File: config.mk
export PLATFORM = sky130hd
export DESIGN_NAME = ps2_key_receiver
export DESIGN_NICKNAME = d
export VERILOG_FILES = /design/src/rtl/ps2_pkg.sv /design/src/rtl/scan2ascii.sv /design/src/rtl/ps2_key_receiver.sv
export SDC_FILE = /design/constraint.sdc
export NUM_CORES = 1
export LEC_CHECK = 0
export BUFFER_PORTS_ARGS = -buffer_cell sky130_fd_sc_hd__buf_2
export CORE_ASPECT_RATIO = 0.75
export CORE_MARGIN = 4
export CORE_UTILIZATION = 45
export CTS_CLUSTER_SIZE = 16
export DETAILED_ROUTE_END_ITERATION = 7
export HOLD_SLACK_MARGIN = 0.02
export SLEW_MARGIN = 20
export SYNTH_ARGS = -nofsm -noshare
export SYNTH_HDL_FRONTEND = slang
export SYNTH_SLANG_ARGS = --single-unit
File: constraint.sdc
create_clock -name clk -period 4.25 [get_ports clk]
set_input_delay 0.2125 -clock clk [delete_from_list [all_inputs] [get_ports clk]]
set_output_delay 0.2125 -clock clk [all_outputs]
set_load 0.02 [all_outputs]
File: src/rtl/ps2_pkg.sv
// Shared constants and types for the PS/2 keyboard receiver.
package ps2_pkg;

    localparam logic [7:0] PS2_BREAK  = 8'hF0;
    localparam logic [7:0] PS2_EXT    = 8'hE0;
    localparam logic [7:0] PS2_LSHIFT = 8'h12;
    localparam logic [7:0] PS2_RSHIFT = 8'h59;

    localparam logic [7:0] ASCII_ENTER = 8'h0D;
    localparam logic [7:0] ASCII_BS    = 8'h08;
    localparam logic [7:0] ASCII_SPACE = 8'h20;

    typedef enum logic [1:0] {
        ST_IDLE  = 2'd0,
        ST_RECV  = 2'd1,
        ST_CHECK = 2'd2
    } rx_state_t;

endpackage

File: src/rtl/scan2ascii.sv
// Scan code set 2 to ASCII lookup; 0 means the code has no translation.
module scan2ascii
    import ps2_pkg::*;
(
    input  logic [7:0] code,
    input  logic       shift,
    output logic [7:0] ascii
);

    logic [7:0] base;

    // Lowercase/digit table
    always_comb begin
        base = 8'h00;
        case (code)
            8'h1C: base = 8'h61; 8'h32: base = 8'h62; 8'h21: base = 8'h63;
            8'h23: base = 8'h64; 8'h24: base = 8'h65; 8'h2B: base = 8'h66;
            8'h34: base = 8'h67; 8'h33: base = 8'h68; 8'h43: base = 8'h69;
            8'h3B: base = 8'h6A; 8'h42: base = 8'h6B; 8'h4B: base = 8'h6C;
            8'h3A: base = 8'h6D; 8'h31: base = 8'h6E; 8'h44: base = 8'h6F;
            8'h4D: base = 8'h70; 8'h15: base = 8'h71; 8'h2D: base = 8'h72;
            8'h1B: base = 8'h73; 8'h2C: base = 8'h74; 8'h3C: base = 8'h75;
            8'h2A: base = 8'h76; 8'h1D: base = 8'h77; 8'h22: base = 8'h78;
            8'h35: base = 8'h79; 8'h1A: base = 8'h7A;
            8'h45: base = 8'h30; 8'h16: base = 8'h31; 8'h1E: base = 8'h32;
            8'h26: base = 8'h33; 8'h25: base = 8'h34; 8'h2E: base = 8'h35;
            8'h36: base = 8'h36; 8'h3D: base = 8'h37; 8'h3E: base = 8'h38;
            8'h46: base = 8'h39;
            8'h29: base = ASCII_SPACE;
            8'h5A: base = ASCII_ENTER;
            8'h66: base = ASCII_BS;
            default: base = 8'h00;
        endcase
    end

    // Shift only affects letters
    always_comb begin
        ascii = base;
        if (shift && (base >= 8'h61) && (base <= 8'h7A)) begin
            ascii = base - 8'h20;
        end
    end

endmodule

File: src/rtl/ps2_key_receiver.sv
// PS/2 keyboard receiver: frame capture, make/break decode, ASCII keystroke FIFO.
// Optional PS2_SHIFT_EN: track shift keys and emit uppercase letters.
module ps2_key_receiver
    import ps2_pkg::*;
#(
    parameter int unsigned FIFO_DEPTH     = 8,
    parameter int unsigned TIMEOUT_CYCLES = 100000
) (
    input  logic       clk,
    input  logic       clrn,
    input  logic       ps2_clk,
    input  logic       ps2_data,
    output logic [7:0] ascii,
    output logic       valid,
    input  logic       ready,
    output logic [7:0] scan_code,
    output logic       overflow,
    output logic       frame_err
);

    localparam int unsigned AW   = $clog2(FIFO_DEPTH);
    localparam int unsigned WD_W = $clog2(TIMEOUT_CYCLES + 1);

    logic [2:0]      clk_sync;
    logic [2:0]      dat_sync;
    logic            fall;
    logic            bit_in;

    rx_state_t       state;
    rx_state_t       state_next;
    logic [3:0]      bitcnt;
    logic [9:0]      shreg;
    logic [WD_W-1:0] wd_cnt;
    logic            wd_hit;

    logic            shift_en;
    logic            frame_done;
    logic            timeout;
    logic            start_err;
    logic            frame_ok;
    logic [7:0]      code;

    logic [7:0]      held_key;
    logic [7:0]      held_key_next;
    logic            brk_pend;
    logic            brk_pend_next;
    logic            ext_pend;
    logic            ext_pend_next;
    logic            shift_held;
    logic [7:0]      xlat;
    logic            push;

`ifdef PS2_SHIFT_EN
    logic            shift_l;
    logic            shift_l_next;
    logic            shift_r;
    logic            shift_r_next;
`endif

    logic [7:0]      mem [FIFO_DEPTH];
    logic [AW:0]     wr_ptr;
    logic [AW:0]     rd_ptr;
    logic            empty;
    logic            full;
    logic            pop;
    logic            wr_en;

    // Input synchronisers
    always_ff @(posedge clk or negedge clrn) begin
        if (!clrn) begin
            clk_sync <= 3'b000;
            dat_sync <= 3'b000;
        end else begin
            clk_sync <= {clk_sync[1:0], ps2_clk};
            dat_sync <= {dat_sync[1:0], ps2_data};
        end
    end

    assign fall   = (clk_sync[2:1] == 2'b10);
    assign bit_in = dat_sync[1];
    assign wd_hit = (wd_cnt == WD_W'(TIMEOUT_CYCLES - 1));

    // Receive FSM: state register
    always_ff @(posedge clk or negedge clrn) begin
        if (!clrn) begin
            state <= ST_IDLE;
        end else begin
            state <= state_next;
        end
    end

    // Receive FSM: next state
    always_comb begin
        state_next = state;
        case (state)
            ST_IDLE: begin
                if (fall && !bit_in) state_next = ST_RECV;
            end
            ST_RECV: begin
                if (fall && (bitcnt == 4'd9)) state_next = ST_CHECK;
                else if (!fall && wd_hit)     state_next = ST_IDLE;
            end
            ST_CHECK: state_next = ST_IDLE;
            default:  state_next = ST_IDLE;
        endcase
    end

    // Receive FSM: control outputs
    always_comb begin
        shift_en   = 1'b0;
        frame_done = 1'b0;
        timeout    = 1'b0;
        start_err  = 1'b0;
        case (state)
            ST_IDLE: start_err = fall && bit_in;
            ST_RECV: begin
                shift_en = fall;
                timeout  = !fall && wd_hit;
            end
            ST_CHECK: frame_done = 1'b1;
            default: ;
        endcase
    end

    // Shift register, bit counter and inter-edge watchdog
    always_ff @(posedge clk or negedge clrn) begin
        if (!clrn) begin
            bitcnt <= 4'd0;
            shreg  <= 10'd0;
            wd_cnt <= '0;
        end else begin
            if (state == ST_IDLE) begin
                bitcnt <= 4'd0;
            end else if (shift_en) begin
                bitcnt <= bitcnt + 4'd1;
            end
            if (shift_en) begin
                shreg <= {bit_in, shreg[9:1]};
            end
            if ((state != ST_RECV) || fall) begin
                wd_cnt <= '0;
            end else begin
                wd_cnt <= wd_cnt + WD_W'(1);
            end
        end
    end

    assign code     = shreg[7:0];
    assign frame_ok = frame_done && (^shreg[8:0]) && shreg[9];

    // Registered status outputs
    always_ff @(posedge clk or negedge clrn) begin
        if (!clrn) begin
            scan_code <= 8'h00;
            frame_err <= 1'b0;
        end else begin
            frame_err <= (frame_done && !frame_ok) || timeout || start_err;
            if (frame_ok) begin
                scan_code <= code;
            end
        end
    end

`ifdef PS2_SHIFT_EN
    assign shift_held = shift_l || shift_r;
`else
    assign shift_held = 1'b0;
`endif

    scan2ascii u_scan2ascii (
        .code  (code),
        .shift (shift_held),
        .ascii (xlat)
    );

    // Make/break decoder, acting on the byte presented during CHECK
    always_comb begin
        held_key_next = held_key;
        brk_pend_next = brk_pend;
        ext_pend_next = ext_pend;
        push          = 1'b0;
`ifdef PS2_SHIFT_EN
        shift_l_next  = shift_l;
        shift_r_next  = shift_r;
`endif
        if (frame_ok) begin
            if (code == PS2_BREAK) begin
                brk_pend_next = 1'b1;
            end else if (code == PS2_EXT) begin
                ext_pend_next = 1'b1;
            end else if (brk_pend) begin
                if (code == held_key) held_key_next = 8'h00;
`ifdef PS2_SHIFT_EN
                if (code == PS2_LSHIFT) shift_l_next = 1'b0;
                if (code == PS2_RSHIFT) shift_r_next = 1'b0;
`endif
                brk_pend_next = 1'b0;
                ext_pend_next = 1'b0;
            end else if (ext_pend) begin
                ext_pend_next = 1'b0;
`ifdef PS2_SHIFT_EN
            end else if (code == PS2_LSHIFT) begin
                shift_l_next = 1'b1;
            end else if (code == PS2_RSHIFT) begin
                shift_r_next = 1'b1;
`endif
            end else if (code != held_key) begin
                held_key_next = code;
                push          = (xlat != 8'h00);
            end
        end
    end

    always_ff @(posedge clk or negedge clrn) begin
        if (!clrn) begin
            held_key <= 8'h00;
            brk_pend <= 1'b0;
            ext_pend <= 1'b0;
`ifdef PS2_SHIFT_EN
            shift_l  <= 1'b0;
            shift_r  <= 1'b0;
`endif
        end else begin
            held_key <= held_key_next;
            brk_pend <= brk_pend_next;
            ext_pend <= ext_pend_next;
`ifdef PS2_SHIFT_EN
            shift_l  <= shift_l_next;
            shift_r  <= shift_r_next;
`endif
        end
    end

    // Keystroke FIFO; extra pointer bit distinguishes full from empty
    assign empty = (wr_ptr == rd_ptr);
    assign full  = (wr_ptr[AW] != rd_ptr[AW]) && (wr_ptr[AW-1:0] == rd_ptr[AW-1:0]);
    assign valid = !empty;
    assign pop   = valid && ready;
    assign wr_en = push && (!full || pop);
    assign ascii = empty ? 8'h00 : mem[rd_ptr[AW-1:0]];

    always_ff @(posedge clk or negedge clrn) begin
        if (!clrn) begin
            wr_ptr   <= '0;
            rd_ptr   <= '0;
            overflow <= 1'b0;
        end else begin
            if (wr_en) wr_ptr <= wr_ptr + (AW+1)'(1);
            if (pop)   rd_ptr <= rd_ptr + (AW+1)'(1);
            if (push && full && !pop) overflow <= 1'b1;
        end
    end

    always_ff @(posedge clk) begin
        if (wr_en) begin
            mem[wr_ptr[AW-1:0]] <= xlat;
        end
    end

endmodule

* Word-level counts from Yosys, hierarchy flattened *
Memories as Yosys holds them, arrays and structs flattened.
Cells that the tools add are included.

cells by class
  add/sub/neg operators = 4
  equality and inequality tests = 18
  mux-type cells = 28
  bitwise logic cells = 2
  reductions and logical operators = 31

operators by type and width
  cell                                                   number
  two-way mux 8 bit                                      6
  adder 17 x 1 -> 17 bit, second input constant          1
  == test 17 bit, second input constant                  1
  two-way mux 17 bit                                     1
  == test 8 bit, second input constant                   2
  two-way mux 1 bit                                      15
  adder 4 x 1 -> 4 bit, second input constant            3
  logical AND 1 bit                                      12
  parity 9 bit                                           1
  == test 8 bit                                          1
  two-way mux 4 bit                                      2
  inequality test 8 bit                                  1
  nonzero test 8 bit                                     1
  zero test 1 bit                                        6
  two-way mux 2 bit                                      3
  inequality test 2 bit, second input constant           3
  AND reduction 2 bit                                    3
  AND reduction 6 bit                                    1
  == test 2 bit, second input constant                   2
  == test 4 bit                                          1
  == test 4 bit, second input constant                   1
  logical OR 1 bit                                       4
  inequality test 2 x 1 -> 1 bit, second input constant  2
  case mux 2 bit (2 select lines)                        1
  7 further kinds                                        9

storage, ports and cells
  register bits = 66
  bits in writable memories = 64
  ROM bits = 896
  input port bits = 5
  output and inout port bits = 19
  word-level logic and storage cells = 99
  memories = 2

memories
  name             depth  bits a word  read ports  clocked after Yosys merged registers in  wr ports  RTL line                source
  (no name shown)  128    7            1           0                                        0         scan2ascii.sv:15        case (code)
  mem              8      8            1           0                                        1         ps2_key_receiver.sv:60  logic [7:0] mem [FIFO_DEPTH];

* Logic depth before layout (Yosys ltp) *
Gate-level depths: netlist of the first run.
An unclocked memory read counts as a cell.

  depth in word-level cells = 12
  gate-level depth with buffers = 11
  mapped depth without buffers = 9

* Hierarchy *
From an unflattened synthesis of the first run, not the netlist that was laid out.

unflattened totals
  cells, all modules = 535
  area, all modules = 6608.8 um^2

by module, submodules not included
  module            instances  cells an instance  area each (um^2)  sequential area each (um^2)
  ps2_key_receiver  1          399                5713.0            3573.4
  scan2ascii        1          136                895.9             0.0

* Worst setup path after synthesis of the first run *
No wires, ideal clock.

  path kind = reg-to-reg
  start = reg shreg[4]
  end = mem mem[6][0], enable pin
  library setup time = 327 ps
  arrival = 2541 ps
  required time = 3923 ps
  path slack = 1382 ps
  stages on the path, launching flop included = 11
  path buffers = 1
  period minus slack after synthesis = 2868 ps
  path through = dfrtp_1 buf_4 inv_2 ha_1 xnor3_1 xnor2_1 nand4b_1 nor3_2 nand2_1 a21oi_4 and4b_1

between the ends
  cells in the longest elaborated chain, start to end = 12
  elaborated cells between the ends (all ways) = 18
  classes of those cells = 3 x eq/ne; 9 x mux; 5 x reduce/logical; 1 x memory

ends and longest elaborated chain
  element                                    RTL line                 source
  from (decl)                                ps2_key_receiver.sv:32   logic [9:0] shreg;
  from (signal assigned)                     ps2_key_receiver.sv:138  shreg <= {bit_in, shreg[9:1]};
  memory (128 x 7 bit)                       n/a
  two-way mux 8 bit                          scan2ascii.sv:15
  nonzero test 8 bit                         ps2_key_receiver.sv:209  push = (xlat != 8'h00);
  two-way mux 1 bit                          ps2_key_receiver.sv:207  end else if (code != held_key) begin
  two-way mux 1 bit                          ps2_key_receiver.sv:199  end else if (ext_pend) begin
  two-way mux 1 bit                          ps2_key_receiver.sv:191  end else if (brk_pend) begin
  two-way mux 1 bit                          ps2_key_receiver.sv:189  end else if (code == PS2_EXT) begin
  two-way mux 1 bit                          ps2_key_receiver.sv:187  if (code == PS2_BREAK) begin
  two-way mux 1 bit *                        ps2_key_receiver.sv:186  if (frame_ok) begin
  logical AND 1 bit *                        ps2_key_receiver.sv:239  assign wr_en = push && (!full || pop);
  two-way mux 1 bit *                        ps2_key_receiver.sv:255  if (wr_en) begin
  two-way mux 1 bit (not written as such) *  ps2_key_receiver.sv:256  mem[wr_ptr[AW-1:0]] <= xlat;
  to (decl)                                  ps2_key_receiver.sv:60

Every way passes the cells marked *; elsewhere a longest branch is shown, timed or not.

* Worst setup path in the final report of the first run *
  start = reg shreg[5]
  end = mem mem[5][4], enable pin

The elaborated chain is that of the path after synthesis.

==> results of run 1 <==
[power by group through the flow]
stage                     Combinational (mW)  Sequential, mW  Clock, mW
after global placement                  1.76            1.65          0
after CTS                               1.77            1.63       1.52
after global routing                    1.96            1.66       1.58
after detailed placement                1.76            1.65          0
final                                   1.78            1.63       1.50
after floorplan                         1.48            1.49          0
[worst max-delay path: stages, from the launching register on]
cell	delay, ns
dfrtp_1	0.75
ha_1	0.35
xnor3_1	0.37
xnor2_1	0.22
nand4b_1	0.17
nor3_2	0.33
nand2_1	0.14
a21oi_4	0.27
and4b_1	0.45
[cell type report]
cell class | count | area [µm²] | share of cell area, %
sequential | 122 | 3330 | 47.3
inverter | 15 | 56.3 | 0.799
timing repair buffer | 35 | 218 | 3.09
clock buffer | 18 | 429 | 6.09
clock inverter | 14 | 178 | 2.52
multi-input combinational | 350 | 2620 | 37.2
tap | 171 | 214 | 3.04
[path summary, 6_finish.rpt]
| check | from | endpoint | slack, ns | cells past startpoint |
|---|---|---|---|---|
| setup / recovery | shreg[5] | mem[5][4] | 0.87 | 8 |
| hold / removal | ready | rd_ptr[2] | 0.30 | 4 |
| setup reg to reg | shreg[5] | mem[5][4] | 0.87 | 8 |
| hold reg to reg | clk_sync[0] | clk_sync[1] | 0.36 | 0 |
| max in group asynchronous | clrn | bitcnt[0] | 3.19 | 3 |
| min in group asynchronous | clrn | wd_cnt[13] | 0.33 | 2 |
[cells by family (layout without fill, tap and decap cells)]
logic type,count (synthesis),count (layout),share of synthesized area (%)
xor gates and xnor gates,34,34,5.04
and+or+nand+nor,171,171,15.0
buffers and inverters,44,82,3.74
other,1,1,0.0606
DFF,122,122,53.9
muxes,37,37,9.14
adders and majority gates,16,16,3.24
AOI/OAI and AO/OA,91,91,9.93
[routing by layer]
layer / routed length, µm / global-route usage [%] / up-vias
li1: - / - / 1931
met1: 7050 / 29.8 / 2045
met2: 5830 / 26.9 / 114
met3: 813 / 5.48 / 10
met4: 140 / 4.03 / 0
met5: 0 / 0 / -
[timing repair]
item / CTS / global route
hold buffers: 3 / 0
endpoints found under the hold margin: 42 / 0
buffers inserted: 0 / 0
[sequential cells by signal, summed over array words and instances, names as in the netlist, 2 cells and up]
name and cells:
bitcnt 4, dat_sync 2, held_key 8, wd_cnt 17, state 2, wr_ptr 4
scan_code 8, mem 56, rd_ptr 4, shreg 10, clk_sync 3
[metrics by stage]
stage | cells | power [mW] | setup WS, ns | hold slack (ns)
after detailed placement | 690 | 3.41 | 0.875 | 0.323
after global placement | 690 | 3.41 | 0.967 | 0.327
after global routing | 725 | 5.20 | 0.651 | 0.302
after CTS | 725 | 4.92 | 0.856 | 0.290
final | 725 | 4.91 | 0.868 | 0.299
after floorplan | 516 | 2.97 | 1.38 | -0.0831
[placed cells by master (no fill, tap or decap), types with 4 or more instances in the layout]
master	count
buf_4	11
and3_1	6
nand2b_1	11
mux4_2	14
inv_1	12
o21ai_0	28
xnor2_1	18
nand2_1	41
mux2i_1	10
xor2_1	15
mux2_2	10
o31ai_1	4
nor2_1	45
a21oi_1	20
edfxtp_1	56
clkbuf_16	17
or3_1	6
bufinv_16	4
a31oi_1	4
dfrtp_1	66
and2_1	5
buf_2	21
clkinv_1	5
nand4_1	9
nand3_1	13
nor2b_1	6
ha_1	16
and4b_1	5
==> summary.md, run 1 <==
| Metric | Value |
|---|---|
| Status | `complete, no violations` |
| Maximum fanout count along the critical path | `19` |
| Final worst path period need | `3.38 ns` |
| 1st-pass router iterations | `7` |
| Unique cell type count in the Yosys netlist | `70` |
| Post-detailed-placement half-perimeter wirelength | `9.52 mm` |
| Static Leak | `roughly 2.8 nW` |
| Mean Syn Cell Area | `12.0 µm²` |
| Switching share of total power | `36.7%` |
| Largest area contributor in the synthesized netlist | `edfxtp_1` |
| Number of maximum-capacitance constraint violations | `0` |
| Top_reg_cell synth | `dfrtp_1` |
| Critical path arrival | `3.46 ns` |
| TNS Setup | `0 ns` |
| Count of buffers from port buffering | `22` |
| TritonCTS Sinks | `roughly 120` |
| Proportion of netlist area held by the largest area contributor | `27.2%` |
| Setup-violating endpoint count in the final report | `0` |
| Aggregate global routing overflow | `0` |
| Post-synthesis to final-layout area growth | `14.0%` |
| Areal power density over the cells | `696 nW/µm²` |
| Synthesized area | `6190 µm²` |
| Total routing usage reported by global routing | `19.2%` |
| Wire length per cell | `19.1 µm` |
| Antenna-violating nets left | `0` |
| CP startpoint kind | `register` |
| Die ar. | `15700 µm²` |
| Required time at the worst-slack endpoint | `4.33 ns` |
| Worst slew pin tran | `1.13 ns` |
| Die outline height | `110 µm` |
| Effective utilization at floorplan | `a little under half` |
| Max-Slew Margin vs Limit | `24.0%` |
| Comb pwr share | `36.3%` |
| Total routed wirelength | `13.8 mm` |
| Largest buffer count on any clock path | `2` |
| Switching power total | `1.80 mW` |
| Final count of hold timing violations | `0` |
| Total number of placement rows | `36` |
| Sequential Power Share | `33.2%` |
| Gp weighted congestion | `0.927` |
| Clk_skew | `0.00590 ns` |
| Buffer type at the clock tree root | `clkbuf_16` |
| Unrepaired setup endpoints after global routing | `false` |
| Number of antenna violations at the first check in global routing | `0` |
| Top post-synthesis cells by area | `edfxtp_1, dfrtp_1, mux4_2, ha_1, nor2_1` |
| Number of max-slew violations in the final report | `0` |
| Pin count of the biggest net entering global routing | `42` |
| CTS tree | `yes` |
| DRC | `0` |
| Filler cell count | `1150` |
| Share of synthesized registers carrying an async set or reset | `54.1%` |
| Placement Cell Area | `6410 µm²` |
| Via density per instance | `around 5.7` |
| Synth Register Bits | `122` |
| Number of nets produced by synthesis | `537` |
| Starting DRC count in detailed routing | `461` |
| Nets@finish | `about 560` |
| Category of the worst setup path capture point | `register` |
| Post-cts gate resize count | `0` |
| Vias after detailed routing | `4100` |
| H-tree depth | `4` |
| Fraction of layout instances using a drive strength above 1 | `19.0%` |
| Via count of the first global-routing pass | `roughly 4000` |
| Sequential cell area fraction in the yosys report | `53.9%` |
| Post-Syn Instances | `516` |
| Fraction of power consumed by the clock network | `30.5%` |
| Number of enable-type register cells in the synthesized netlist | `56` |
| Clock transition at path regs | `0.05 ns` |
| CTS buffer count | `17` |
| Internal power contribution | `3.11 mW` |
| Count of synthesis-stage warnings from yosys | `0` |
| Global-route wire length before repair | `~23 mm` |
| Type of the worst setup path | `register to register` |
| Boundary Pins | `24` |
| Most used standard cell by instance count after synthesis | `dfrtp_1` |
| Worst ir drop on vdd | `577 µV` |
| Floorplan die width | `approximately 140 µm` |
| Floorplan core area | `13200 µm²` |
| # diodes | `0` |
| Utilization after layout | `53.2%` |
| Path class of the lowest-slack min-delay path | `primary input to register` |
| Summed area of non-filler cells in the final layout | `7050 µm²` |
| Most instantiated cells after synthesis | `dfrtp_1, edfxtp_1, nor2_1, nand2_1, o21ai_0` |
| Clock latency reported for the late side of the worst-skew pair | `0.41 ns` |
| Max Freq | `296 MHz` |
| Period Utilization, post-route | `79.6%` |
No activity file was read; power rests on OpenSTA's default activity.
==> inputs of run 2 (changes only) <==
clock period = 3.2 ns   (was 4.25 ns; I/O delays follow)
==> run 2 against run 1 <==
  * Final cell count is 2.9% higher
  * Cell area is 1.9% higher
  * Global-route usage rose by 0.50 points
  * Sequential cell count is the same
  * Via count up 5.2%
  * First-iteration DRC count down 15%
  * Utilization up 1.0 points
  * Worst hold slack worse by 0.097 ns
  * Sequential power grew 21%
  * Die area unchanged
  * Highest routed layer unchanged
==> summary.md, run 2 (synthesis gave the netlist of run 1 again) <==
| Metric | Value |
|---|---|
| Status | `complete, no violations` |
| Number of maximum-capacitance constraint violations | `0 (unchanged)` |
| Clock latency reported for the late side of the worst-skew pair | `0.42 ns (about the same)` |
| Pin count of the biggest net entering global routing | `32 (-24%)` |
| Total routed wirelength | `14.4 mm (+3.8%)` |
| Critical path arrival | `3.13 ns (-0.33 ns)` |
| Clock transition at path regs | `0.05 ns (about the same)` |
| CP startpoint kind | `register` |
| DRC | `0 (unchanged)` |
| Nets@finish | `583 (+3.7%)` |
| Reg2reg start | `shreg[0]` |
| Max FFs per register | `56 (unchanged)` |
| Total number of placement rows | `36 (unchanged)` |
| Post-detailed-placement half-perimeter wirelength | `10.0 mm (+5.1%)` |
| Static Leak | `2.91 nW (+3.0%)` |
| Unrepaired setup endpoints after global routing | `true` |
| Met3 Routed Length | `859 µm (+5.7%)` |
| 1st-pass router iterations | `6 (-1)` |
| Category of the worst setup path capture point | `register` |
| Register-to-Register Setup Slack | `0.17 ns (-0.70 ns)` |
| Required time at the worst-slack endpoint | `3.30 ns (-1.03 ns)` |
| Gp weighted congestion | `0.995 (+7.4%)` |
| Summed area of non-filler cells in the final layout | `7180 µm² (+1.9%)` |
| Final worst path period need | `3.03 ns (-0.355 ns)` |
| Path class of the lowest-slack min-delay path | `primary input to async pin` |
| Maximum fanout count along the critical path | `9 (-10)` |
| Via density per instance | `5.78 (+2.2%)` |
| Depth of the worst register-to-register path | `11 (+3)` |
| Utilization after layout | `54.2% (+1.0 points)` |
| Most common cell after layout, fill and taps aside | `dfrtp_1` |
| Antenna-violating nets left | `0 (unchanged)` |
| Final count of hold timing violations | `0 (unchanged)` |
| Vias after detailed routing | `4312 (+5.2%)` |
| Starting DRC count in detailed routing | `394 (-15%)` |
| Wire length per cell | `19.2 µm (+0.83%)` |
| Aggregate global routing overflow | `0 (unchanged)` |
| Filler cell count | `1108 (-3.7%)` |
| Global-route wire length before repair | `23.5 mm (+2.7%)` |
| Setup-violating endpoint count in the final report | `0 (unchanged)` |
| TritonCTS Sinks | `122 (unchanged)` |
| Areal power density over the cells | `918 nW/µm² (+32%)` |
| Boundary Pins | `24 (unchanged)` |
| Type of the worst setup path | `register to register` |
| Period Utilization, post-route | `94.6% (+15 points)` |
| Die outline height | `110 µm (unchanged)` |
| Largest buffer count on any clock path | `2 (unchanged)` |
| Effective utilization at floorplan | `46.7% (unchanged)` |
| Via count of the first global-routing pass | `4235 (+3.1%)` |
| Max Used Layer | `met4` |
| H-tree depth | `4 (unchanged)` |
| Worst slew pin tran | `0.892 ns (-0.240 ns)` |
| Met1 wire length | `7.19 mm (+2.1%)` |
| CTS buffer count | `17 (unchanged)` |
| CTS tree | `yes` |
| Total routing usage reported by global routing | `19.7% (+0.50 points)` |
| Floorplan core area | `13200 µm² (unchanged)` |
| Count of buffers from port buffering | `22 (unchanged)` |
| Worst ir drop on vdd | `815 µV (+41%)` |
| Buffer type at the clock tree root | `clkbuf_16` |
| Placement Cell Area | `6570 µm² (+2.5%)` |
| Clk_skew | `0.00925 ns (+0.00335 ns)` |
| Max Freq | `330 MHz (+12%)` |
| Routed wl met2 | `6.16 mm (+5.7%)` |
| Number of max-slew violations in the final report | `0 (unchanged)` |
| Commonest non-fill, non-tap cells in the layout | `dfrtp_1, edfxtp_1, nor2_1, nand2_1, buf_4` |
| Floorplan die width | `143 µm (unchanged)` |
| Max-Slew Margin vs Limit | `40.5% (+17 points)` |
| Postcts setup bufs | `0 (unchanged)` |
| Number of antenna violations at the first check in global routing | `0 (unchanged)` |
| Fraction of layout instances using a drive strength above 1 | `23.5% (+4.5 points)` |
| Post-synthesis to final-layout area growth | `16.1%` |
| Destination of the worst register-to-register timing path | `mem[4][4]` |
| # diodes | `0 (unchanged)` |
| Launching instance or port of the critical path | `shreg[0]` |
| Die ar. | `15700 µm² (unchanged)` |
## run 2: changes by cell type in the layout (fill, tap and decap cells not counted), sizes merged
cell	change
bufinv	-2
inv	+2
buf	+21
clkbuf	-1
clkinvlp	+1
## run 2: repair_timing
item	in CTS	in global routing
endpoints found under the hold margin	18	0
hold buffers	3	0
resized for setup	0	6
setup endpoints to repair	0	57
## run 2: per-stage QoR
stage / TNS (ns) / instances / setup WS [ns] / power (mW) / hold WS (ns)
final: 0 / 746 / 0.173 / 6.59 / 0.202
after CTS: 0 / 746 / 0.0922 / 6.62 / 0.210
after detailed placement: 0 / 711 / 0.104 / 4.73 / 0.116
after floorplan: 0 / 516 / 0.332 / 3.95 / -0.136
after global placement: 0 / 711 / 0.158 / 4.69 / 0.111
after global routing: -0.579 / 746 / -0.0274 / 6.96 / 0.237
## run 2: worst max-delay path by stage
stage / to / slack (ns) / cells past startpoint
6_report: mem[4][4] / 0.17 / 11
5_1_grt: mem[7][5] / -0.03 / 8
4_1_cts: mem[5][4] / 0.09 / 11
3_5_place_dp: mem[5][4] / 0.10 / 11
3_3_place_gp: mem[6][4] / 0.16 / 11
2_1_floorplan: mem[6][0] / 0.33 / 10
## run 2: cell type report
| class | instances | area [µm²] | area share [%] |
|---|---|---|---|
| clock buffers | 17 | 425 | 5.92 |
| clock inverters | 15 | 150 | 2.09 |
| inverters | 15 | 56.3 | 0.784 |
| multi-input cells | 350 | 2630 | 36.6 |
| flip-flops and latches | 122 | 3330 | 46.4 |
| well taps | 171 | 214 | 2.98 |
| repair buffers | 56 | 373 | 5.19 |
## run 2: per-layer routing
| metal | up-vias | global-route usage (%) |
|---|---|---|
| li1 | 1983 | - |
| met1 | 2158 | 30.5 |
| met2 | 155 | 27.4 |
| met3 | 16 | 5.00 |
| met4 | 0 | 5.71 |
| met5 | - | 0 |
## run 2: power by group
part           internal, mW  switching (mW)  total [mW]
Combinational          1.13            1.64        2.77
Sequential             1.86           0.109        1.97
Clock                  1.14           0.711        1.85
Total                  4.14            2.46        6.59
## run 2: worst max-delay path: stages (launching register included)
cell	delay, ns
dfrtp_1	0.37
inv_1	0.17
ha_1	0.35
nand2b_1	0.14
nor2_1	0.19
o221ai_1	0.15
a311oi_2	0.28
buf_4	0.17
nor4_4	0.05
buf_4	0.17
a21oi_4	0.24
and4bb_2	0.43
==> inputs of run 3 (changes only) <==
clock period = 3.65 ns   (was 3.2 ns; I/O delays follow)
==> run 3 against run 2 <==
  * Global-route usage fell by 0.92 points
  * Worst setup slack improved by 0.19 ns
  * Clock power fell by 8%
  * Sequential share of layout area rose by 0.59 points
  * Sequential cell count did not move
==> summary.md, run 3 (synthesis gave the netlist of run 1 again) <==
| Metric | Value |
|---|---|
| Buffer type at the clock tree root | `clkbuf_16` |
| Maximum cell stage delay along the critical path | `0.56 ns (+0.13 ns)` |
| Max FFs per register | `56 (unchanged)` |
| Nets@finish | `569 (-2.4%)` |
| CTS buffer count | `17 (unchanged)` |
| Effective utilization at floorplan | `46.7% (unchanged)` |
| 1st-pass router iterations | `5 (-1)` |
| CP startpoint kind | `register` |
| CTS tree | `yes` |
| Max-Slew Margin vs Limit | `37.7% (-2.8 points)` |
| Via count of the first global-routing pass | `4146 (-2.1%)` |
| Post-detailed-placement half-perimeter wirelength | `9.55 mm (-4.5%)` |
| Global-route wire length before repair | `22.7 mm (-3.4%)` |
| Required time at the worst-slack endpoint | `3.72 ns (+0.42 ns)` |
| Total number of placement rows | `36 (unchanged)` |
| Floorplan die width | `143 µm (unchanged)` |
| Setup-violating endpoint count in the final report | `0 (unchanged)` |
| Final worst path period need | `3.29 ns (+0.265 ns)` |
| Type of the worst setup path | `register to register` |
| Path class of the lowest-slack min-delay path | `primary input to register` |
| Post-synthesis to final-layout area growth | `14.6%` |
| Status | `complete, no violations` |
| Pin count of the biggest net entering global routing | `42 (+31%)` |
| Critical Path, Cell by Cell | `inv_1, ha_1, xnor2_1, xnor2_1, nand4b_1, nor3_2, nand2_1, a21oi_4, and4b_1` |
| Total routing usage reported by global routing | `18.8% (-0.92 points)` |
| Starting DRC count in detailed routing | `414 (+5.1%)` |
| Postcts setup bufs | `0 (unchanged)` |
| Number of maximum-capacitance constraint violations | `0 (unchanged)` |
| TritonCTS Sinks | `122 (unchanged)` |
| Die ar. | `15700 µm² (unchanged)` |
| Critical path arrival | `3.36 ns (+0.23 ns)` |
| Aggregate global routing overflow | `0 (unchanged)` |
| Clk_skew | `0.0114 ns (+0.00217 ns)` |
| Total routed wirelength | `13.7 mm (-4.6%)` |
| Worst ir drop on vdd | `481 µV (-41%)` |
| Total stage count of the critical path | `9 (-2)` |
| Worst hold margin | `0.219 ns (+0.0163 ns)` |
| DRC | `0 (unchanged)` |
| # diodes | `0 (unchanged)` |
| Worst slew pin tran | `0.934 ns (+0.0419 ns)` |
| Via density per instance | `5.66 (-2.2%)` |
| Floorplan core area | `13200 µm² (unchanged)` |
| Number of buffer and inverter instances along the worst setup path | `1 (-2)` |
| Fraction of layout instances using a drive strength above 1 | `20.7% (-2.8 points)` |
| Most common cell after layout, fill and taps aside | `dfrtp_1` |
| Clock latency reported for the late side of the worst-skew pair | `0.42 ns (about the same)` |
| Placement Cell Area | `6460 µm² (-1.6%)` |
| Final count of hold timing violations | `0 (unchanged)` |
| Unrepaired setup endpoints after global routing | `false` |
| Wire length per cell | `18.7 µm (-2.8%)` |
| Maximum fanout count along the critical path | `12 (+3)` |
| Number of antenna violations at the first check in global routing | `0 (unchanged)` |
| H-tree depth | `4 (unchanged)` |
| Number of max-slew violations in the final report | `0 (unchanged)` |
| Areal power density over the cells | `802 nW/µm² (-13%)` |
| TNS Setup | `0 ns (unchanged)` |
| Category of the worst setup path capture point | `register` |
| Commonest non-fill, non-tap cells in the layout | `dfrtp_1, edfxtp_1, nor2_1, nand2_1, o21ai_0` |
| Period Utilization, post-route | `90.2% (-4.4 points)` |
| Antenna-violating nets left | `0 (unchanged)` |
| Boundary Pins | `24 (unchanged)` |
| Clock transition at path regs | `0.06 ns (about the same)` |
| Most repeated library cell on the critical path | `xnor2_1` |
| Gp weighted congestion | `0.927 (-6.8%)` |
| Die outline height | `110 µm (unchanged)` |
| Slowest stage cell on the critical path | `dfrtp_1` |
| Max Freq | `304 MHz (-8.0%)` |
| Static Leak | `2.86 nW (-1.9%)` |
| Top delay family on crit path | `simple AND/OR/NAND/NOR gates` |
| Largest buffer count on any clock path | `2 (unchanged)` |
| Vias after detailed routing | `4140 (-4.0%)` |
| Depth of the worst register-to-register path | `9 (-2)` |
| Hold Path Stages | `3` |
| Count of buffers from port buffering | `22 (unchanged)` |
| Summed area of non-filler cells in the final layout | `7090 µm² (-1.3%)` |
## run 3: stage by stage
step	setup WS (ns)	instances	power [mW]	util (%)
floorplan	0.782	516	3.46	-
global placement	0.533	697	3.99	48.8
detailed placement	0.400	697	3.99	48.8
CTS	0.352	732	5.71	53.6
global route	0.00895	732	6.01	53.6
finish	0.358	732	5.69	53.6
## run 3: final cells by class
type / count / area (µm²)
fill: 1105 / 6150
sequential: 122 / 3330
multi-input combinational: 350 / 2620
clock buffer: 17 / 425
timing repair buffer: 42 / 268
tap: 171 / 214
clock inverter: 15 / 174
inverter: 15 / 56.3
## run 3: worst paths after layout
check | startpoint | to | slack [ns]
max in group asynchronous | clrn | shreg[3] | 2.30
hold / removal | ready | rd_ptr[0] | 0.22
setup / recovery | shreg[1] | mem[6][1] | 0.36
hold reg to reg | dat_sync[0] | dat_sync[1] | 0.36
setup reg to reg | shreg[1] | mem[6][1] | 0.36
min in group asynchronous | clrn | wd_cnt[5] | 0.45
## run 3: metal layers
metal  share of wire, %  up-vias  track usage, %
li1                   -     1948               -
met1                 51     2032            29.5
met2                 41      141            25.7
met3                6.5       19            4.43
met4                1.5        0            5.78
met5                  0        -               0
## run 3: timing repair
item,in CTS,in global routing
resized for setup,0,0
endpoints found under the hold margin,42,0
hold buffers,3,0
## run 3: worst min-delay path, cell delays in order
cell and delay, ns:
buf_2 0.11, nor2b_1 0.16, xor2_1 0.14
## run 3: power breakdown
group	internal, mW	switching, mW	total, mW
logic	0.897	1.29	2.18
clock network	1.07	0.624	1.70
registers	1.63	0.177	1.81
total	3.60	2.09	5.69
